`src/rtl/rr_arbiter_onehot.sv`:
```
// rr_arbiter_onehot: round-robin arbiter over 2**N requesters with registered one-hot grant and binary index.
//   clk      rising-edge clock
//   rst      synchronous active-high reset
//   req      per-requester request level, bit i = requester i
//   gnt      registered one-hot grant, zero when idle
//   gnt_idx  index of the current or last grantee
//   busy     high while a grant is active (OR of gnt)
//   timeout  one-cycle pulse when a grant is revoked for exceeding MAX_HOLD cycles
// Optional hold timeout is built only when ARB_TIMEOUT_EN is defined.
module rr_arbiter_onehot #(
    parameter int N        = 3,
    parameter int MAX_HOLD = 16
) (
    input  logic              clk,
    input  logic              rst,
    input  logic [2**N-1:0]   req,
    output logic [2**N-1:0]   gnt,
    output logic [N-1:0]      gnt_idx,
    output logic              busy,
    output logic              timeout
);
    localparam int W = 2**N;
    typedef enum logic {IDLE, GRANT} state_t;
    state_t       state_q, state_d;
    logic [W-1:0] gnt_q, gnt_d;
    logic [N-1:0] idx_q, idx_d, ptr_q, ptr_d, off;
    logic         to_q, to_d, expire;
    // Lowest offset from ptr with a request; N-bit addition gives the modulo wrap.
    always_comb begin
        off = '0;
        for (int k = W - 1; k >= 0; k--)
            if (req[ptr_q + N'(k)]) off = N'(k);
    end
`ifdef ARB_TIMEOUT_EN
    localparam int CW = $clog2(MAX_HOLD);
    logic [CW-1:0] cnt_q, cnt_d;
    // cnt is 0 in the first grant cycle, so MAX_HOLD-1 marks the last allowed cycle.
    assign cnt_d  = (state_q == GRANT) ? cnt_q + 1'b1 : '0;
    assign expire = cnt_q == CW'(MAX_HOLD - 1);
    always_ff @(posedge clk)
        cnt_q <= rst ? '0 : cnt_d;
`else
    // MAX_HOLD is always >= 2, so this folds to 0.
    assign expire = MAX_HOLD < 0;
`endif
    always_comb begin
        state_d = state_q;
        gnt_d   = gnt_q;
        idx_d   = idx_q;
        ptr_d   = ptr_q;
        to_d    = 1'b0;
        if (state_q == IDLE) begin
            if (|req) begin
                state_d = GRANT;
                idx_d   = ptr_q + off;
                gnt_d   = W'(1) << idx_d;
                ptr_d   = idx_d + 1'b1;
            end
        end else if (!req[idx_q] || expire) begin
            state_d = IDLE;
            gnt_d   = '0;
            // A normal release wins over the limit, so only a still-held request pulses timeout.
            to_d    = req[idx_q];
        end
    end
    always_ff @(posedge clk) begin
        if (rst) begin
            state_q <= IDLE;
            gnt_q   <= '0;
            idx_q   <= '0;
            ptr_q   <= '0;
            to_q    <= 1'b0;
        end else begin
            state_q <= state_d;
            gnt_q   <= gnt_d;
            idx_q   <= idx_d;
            ptr_q   <= ptr_d;
            to_q    <= to_d;
        end
    end
    assign gnt     = gnt_q;
    assign gnt_idx = idx_q;
    assign busy    = state_q == GRANT;
    assign timeout = to_q;
endmodule

```
`config.mk`:
```
export PLATFORM = sky130hd
export DESIGN_NAME = rr_arbiter_onehot
export DESIGN_NICKNAME = d
export VERILOG_FILES = /design/src/rtl/rr_arbiter_onehot.sv
export SDC_FILE = /design/constraint.sdc
export NUM_CORES = 1
export LEC_CHECK = 0
export ABC_AREA = 1
export CAP_MARGIN = 20
export CELL_PAD_IN_SITES_DETAIL_PLACEMENT = 1
export CELL_PAD_IN_SITES_GLOBAL_PLACEMENT = 1
export CORE_MARGIN = 4
export CORE_UTILIZATION = 38
export CTS_BUF_LIST = sky130_fd_sc_hd__clkbuf_2 sky130_fd_sc_hd__clkbuf_4 sky130_fd_sc_hd__clkbuf_8
export CTS_CLUSTER_SIZE = 8
export DETAILED_ROUTE_END_ITERATION = 6
export GPL_TIMING_DRIVEN = 0
export HOLD_SLACK_MARGIN = 0.1
export PLACE_DENSITY_LB_ADDON = 0.1
export SLEW_MARGIN = 15
export SYNTH_ARGS = -nofsm -noshare
export SYNTH_HDL_FRONTEND = slang
export SYNTH_SLANG_ARGS = --single-unit
```
`constraint.sdc`:
```
create_clock -name clk -period 3.95 [get_ports clk]
set_input_delay 0.5925 -clock clk [delete_from_list [all_inputs] [get_ports clk]]
set_output_delay 0.5925 -clock clk [all_outputs]
set_load 0.005 [all_outputs]
```
==> flow_metrics.env <==
export IMPL_outcome="completed"
export IMPL_drtIter0Drc=23
export IMPL_cts_tree="done"
export IMPL_ys_warn_count=0
export IMPL_pwr_share_seq_pct=18.9
export IMPL_rsz0062_at_grt="no"
export IMPL_period_share_pct=91.8
export IMPL_postCtsSetupBuffers=0
export IMPL_path_buf_inv=3
export IMPL_setup_tns_final_ps=0
export IMPL_critPathCaptureType="flop"
export IMPL_clk_latency_ps=280
export IMPL_cp_cell_sequence="inv_2 > ha_1 > inv_1 > nand3_1 > nand3_1 > nand2_1 > a31oi_1 > o21ai_0 > nand2_1 > a21boi_0 > ha_1 > fa_1 > xor2_1 > inv_1 > nand3_2 > nand2_4 > ha_1 > nor2_1 > a211oi_1"
export IMPL_die_area_mm2=0.00436
export IMPL_ant_nets=0
export IMPL_holdPathStages=2
export IMPL_grt_pass1_vias=1478
export IMPL_max_stage_delay_ps=570
export IMPL_io_pins=23
export IMPL_drv_slew=0
export IMPL_row_count=20
export IMPL_fmax_mhz=276
export IMPL_power_switching_w=0.000736
export IMPL_synth_edff_count=0
export IMPL_cts_resized=0
export IMPL_setup_viol_count_final=0
export IMPL_critPathTopFamily="adder cells"
export IMPL_drv_cap=0
export IMPL_grt_usage_pct=19.1
export IMPL_routed_via_density=5.10
export IMPL_crit_top_cell="ha_1"
export IMPL_dp_cells=262
export IMPL_ctsLongestPathBuffers=2
export IMPL_vias=1357
export IMPL_dp_hpwl_um=3120
export IMPL_start_util_pct=40.9
export IMPL_fin_nets=242
export IMPL_skew_ps=0.885
export IMPL_worstHoldPathType="reg2reg"
export IMPL_powerDensity_mw_per_mm2=887
export IMPL_final_cell_count_no_fill=266
export IMPL_syn_to_final_growth_pct=23.1
export IMPL_crit_type="reg2reg"
export IMPL_cts_sinks=15
export IMPL_cts_buffers=3
export IMPL_synthArstFlopShare_pct=0
export IMPL_p_leak_nw=0.691
export IMPL_r2r_setup_slack_ps=320
export IMPL_post_route_drc_count=0
export IMPL_path_depth=19
export IMPL_worstPathMaxFanout=9
export IMPL_synth_yosys_seq_area_share_pct=23.5
export IMPL_required_ps=4120
export IMPL_combinationalPowerShare_pct=74.3
export IMPL_cts_htree_levels=1
export IMPL_root_buffer="clkbuf_4"
export IMPL_ys_seq_elements=15
export IMPL_gp_routability_congestion=0.807
export IMPL_synthFlopType="dfxtp_1"
export IMPL_clkPwrFrac_pct=6.8
export IMPL_reg2regPathDepth=19
export IMPL_postSynthCellCount=197
export IMPL_wl_um=3720
export IMPL_ir_drop_mv=0.360
export IMPL_p_int_w=0.000662
export IMPL_syn_area_mm2=0.00128
export IMPL_hold_violations=0
export IMPL_post_drt_wl_per_cell_um=14.0
export IMPL_hold_buffers=0
export IMPL_synth_cell_types=31
export IMPL_overflow=0
export IMPL_die_h_um=66.0
export IMPL_period_minus_slack_ps=3630
export IMPL_n_antenna_cell=0
export IMPL_drive_above_1_share_pct=13.5
export IMPL_start_kind="flop"
export IMPL_firstDrtPassIters=4
export IMPL_grt_max_degree=11
export IMPL_switching_share_pct=52.6
export IMPL_synth_net_count=216
export IMPL_antenna_found_initial=0
export IMPL_grt_pass1_wl_um=6580
export IMPL_cp_slowest_cell="dfxtp_1"
export IMPL_syn_avg_cell_area_um2=6.50
export IMPL_timing_worst_slew_pin_value_ps=575
export IMPL_io_buffers=21
export IMPL_crit_arrival_ps=3800
export IMPL_core_mm2=0.00313
export IMPL_die_width_um=66.0
export IMPL_slew_headroom_pct=61.6
export IMPL_clk_pin_slew_worst_paths_ps=90
-- stage by stage --
stage	utilization, %	instance area, um^2	power [W]	setup slack [ps]	hold slack, ps
finish	50.4	1580	0.00140	323	471
global route	50.4	1580	0.00157	1.28	505
CTS	50.4	1580	0.00141	305	474
detailed placement	49.4	1550	0.00131	244	460
global placement	49.4	1550	0.00124	381	453
floorplan	-	1280	0.00100	758	457
-- tightest hold or removal path: stages, from the launching register on --
cell     delay [ps]
dfxtp_1         320
nand2_1          60
a21oi_1          50
-- synthesized netlist by cell type (all sizes together) (2+ instances only) --
master	instances	area [um^2]
nand3	25	130
ha	8	100
o211ai	2	15.0
nand2	66	278
nand4	2	12.5
buf	3	30.0
a211oi	4	30.0
dfxtp	15	300
nor2	23	98.8
a21oi	11	70.1
o21ai	8	43.8
xor2	3	26.3
inv	18	70.1
xnor2	2	17.5
-- cell type report --
cell class	count	area [um^2]
Buffer	4	33.8
Tap cell	44	55.1
Fill cell	435	1550
Clock buffer	4	30.0
Multi-Input combinational cell	159	872
Timing Repair Buffer	21	210
Sequential cell	15	300
Inverter	19	73.8
-- per-layer routing --
| layer | global-route usage [%] | wire [um] | up-vias |
|---|---|---|---|
| met5 | 0 | 0 | - |
| met3 | 4.25 | 86 | 4 |
| li1 | - | - | 691 |
| met1 | 23.9 | 1740 | 645 |
| met4 | 2.28 | 32 | 0 |
| met2 | 34.3 | 1860 | 17 |
-- final timing paths --
kind                  from       end
setup / recovery  ptr_q[1]  ptr_q[2]
hold / removal      gnt[3]    gnt[3]
hold reg to reg     gnt[3]    gnt[3]
setup reg to reg  ptr_q[1]  ptr_q[2]
-- power groups by stage --
| stage | Sequential [W] | Combinational [W] | Clock, W |
|---|---|---|---|
| finish | 0.000264 | 0.00104 | 0.0000956 |
| global route | 0.000277 | 0.00119 | 0.000107 |
| CTS | 0.000264 | 0.00105 | 0.0000985 |
| detailed placement | 0.000267 | 0.00104 | 0 |
| global placement | 0.000261 | 0.000977 | 0 |
| floorplan | 0.000257 | 0.000744 | 0 |
-- logic make-up after synthesis --
logic type | synth area share [%]
AND/OR/NAND/NOR | 41.5
AO/OA/AOI/OAI | 13.5
buffers and inverters | 8.41
flip-flops | 23.5
adder cells (fa/ha/maj) | 9.38
XOR/XNOR | 3.42
other | 0.293
-- layout by cell type, fill, tap and decap left out, drive strengths merged --
cell type      instances
o211ai                 2
buf                    3
nand4                  2
fa                     1
clkinv                 1
nor4                   1
inv                   18
nor2                  23
nand2                 66
clkbuf                 5
a211oi                 4
clkdlybuf4s50         21
conb                   1
xnor2                  2
nand3                 25
dfxtp                 15
a21boi                 1
a21oi                 11
xor2                   3
a31oi                  1
ha                     8
o21ai                  8
-- flip-flops by register name, summed over array words and instances (netlist names) --
name and flops:
gnt 8, ptr_q 3, gnt_idx 3, busy 1
(Power assumes the default switching activity.)
==> edit: new RTL, same flow settings <==
The parameter `N` goes from 3 to 2.
--- a/src/rtl/rr_arbiter_onehot.sv
+++ b/src/rtl/rr_arbiter_onehot.sv
@@ -8,7 +8,7 @@
 //   timeout  one-cycle pulse when a grant is revoked for exceeding MAX_HOLD cycles
 // Optional hold timeout is built only when ARB_TIMEOUT_EN is defined.
 module rr_arbiter_onehot #(
-    parameter int N        = 3,
+    parameter int N        = 2,
     parameter int MAX_HOLD = 16
 ) (
     input  logic              clk,
Ports: changed (resized gnt, gnt_idx and req); port bits go from 23 to 14. The function was not compared with the original's and may differ.
==> edit against the unedited design <==
  * Fmax grew 56%
  * Sequential cell count shrank 6
  * Setup slack better by 1.3 ns
  * Routed wire length fell by 53%
  * Die area shrank 43%
  * Synthesized area is 48% lower
  * First-iteration DRC count is 48% lower
  * Design area fell by 47%
  * Power is 56% lower
  * Largest cell class unchanged
==> edit: results (changes against the unedited design) <==
[outcome]
status=complete, no violations

[synthesis]
syn_nets=114  ; -47%
synth_common_cells=nand2_1 (37), nand2_2 (11), inv_1 (10)
syn_area_sq_um=669  ; -48%
syn_area_per_cell_sq_um=6.26  ; -3.7%
synthAdderAreaFrac_pct=1.87  ; -7.5 points
synth_compound_area_share_pct=12.1  ; -1.3 points
ys_types=23  ; -26%

[setup_path]
crit_fanout=4  ; -5
cp_slowest_cell=clkdlybuf4s50_1
worstRegToRegCells=15  ; -4
critPathTopFamily=simple AND/OR/NAND/NOR gates
worstPathArrival_ns=2.47  ; -1.33 ns
r2r_slack_ns=1.93  ; +1.61 ns

[global_route]
use_met3_pct=5.72  ; +1.5 points
grt_max_degree=10  ; -1
grtUsageTotal_pct=16.7  ; -2.4 points
grt_pass1_vias=717  ; -51%

[placement]
port-buffer-count=11  ; -48%
gp_congestion=0.801  ; -0.67%
dp_slack_ns=1.34  ; +1.10 ns

[layout]
multi_input_area_sq_um=399  ; -54%
layout-drive-gt1-share_pct=19.7  ; +6.2 points
fillers=225  ; -48%
clkCellAreaFrac_pct=3.62  ; +1.7 points
largest_reg_flops=4  ; -4
signal_buffers=15  ; -40%
multi_input_comb_cells=81  ; -49%
multi_input_area_share_pct=48.1  ; -7.2 points

[drt]
vias=685  ; -50%
drt_iter0_markers=12  ; -48%
viasPerCell=4.96  ; -2.7%
drt_wl_total_um=1730  ; -53%

[power_and_ir_drop]
p_leak_nw=0.405  ; -41%
p_seq_share_pct=23.6  ; +4.7 points
p_per_area_nw_per_um2=747  ; -16%
ir_worst_vdd_uv=332  ; -7.6%

[timing]
whs_ns=0.462  ; -0.00902 ns
finalWorstSetupSlack_ns=1.63  ; +1.30 ns

[clocking]
clk_pin_slew_worst_paths_ns=0.07  ; -0.02 ns

[min_path]
hold_path_end=gnt[2]
min-delay-start=gnt[2]

## edit: worst max path at each step
stage,start,endpoint,cells after the start
finish,req[1],ptr_q[1],15
global route,req[1],gnt_idx[1],15
CTS,req[1],ptr_q[1],15
detailed placement,req[1],ptr_q[1],15
global placement,req[1],ptr_q[1],15
floorplan,req[0],ptr_q[1],13
## edit: cells by family (layout without fill, tap and decap cells)
logic type | Yosys count | count (layout)
AND/OR/NAND/NOR | 63 | 63
buffers and inverters | 17 | 32
AO/OA/AOI/OAI | 15 | 15
flip-flops | 9 | 9
adder cells (fa/ha/maj) | 1 | 1
other | 1 | 1
XOR/XNOR | 1 | 1
## edit: layer usage
| metal | vias to the layer above | share of wire, % | routed length [um] |
|---|---|---|---|
| li1 | 362 | - | - |
| met1 | 312 | 51 | 889 |
| met2 | 11 | 44 | 762 |
| met3 | 0 | 4.7 | 81 |
| met4 | 0 | 0 | 0 |
| met5 | - | 0 | 0 |
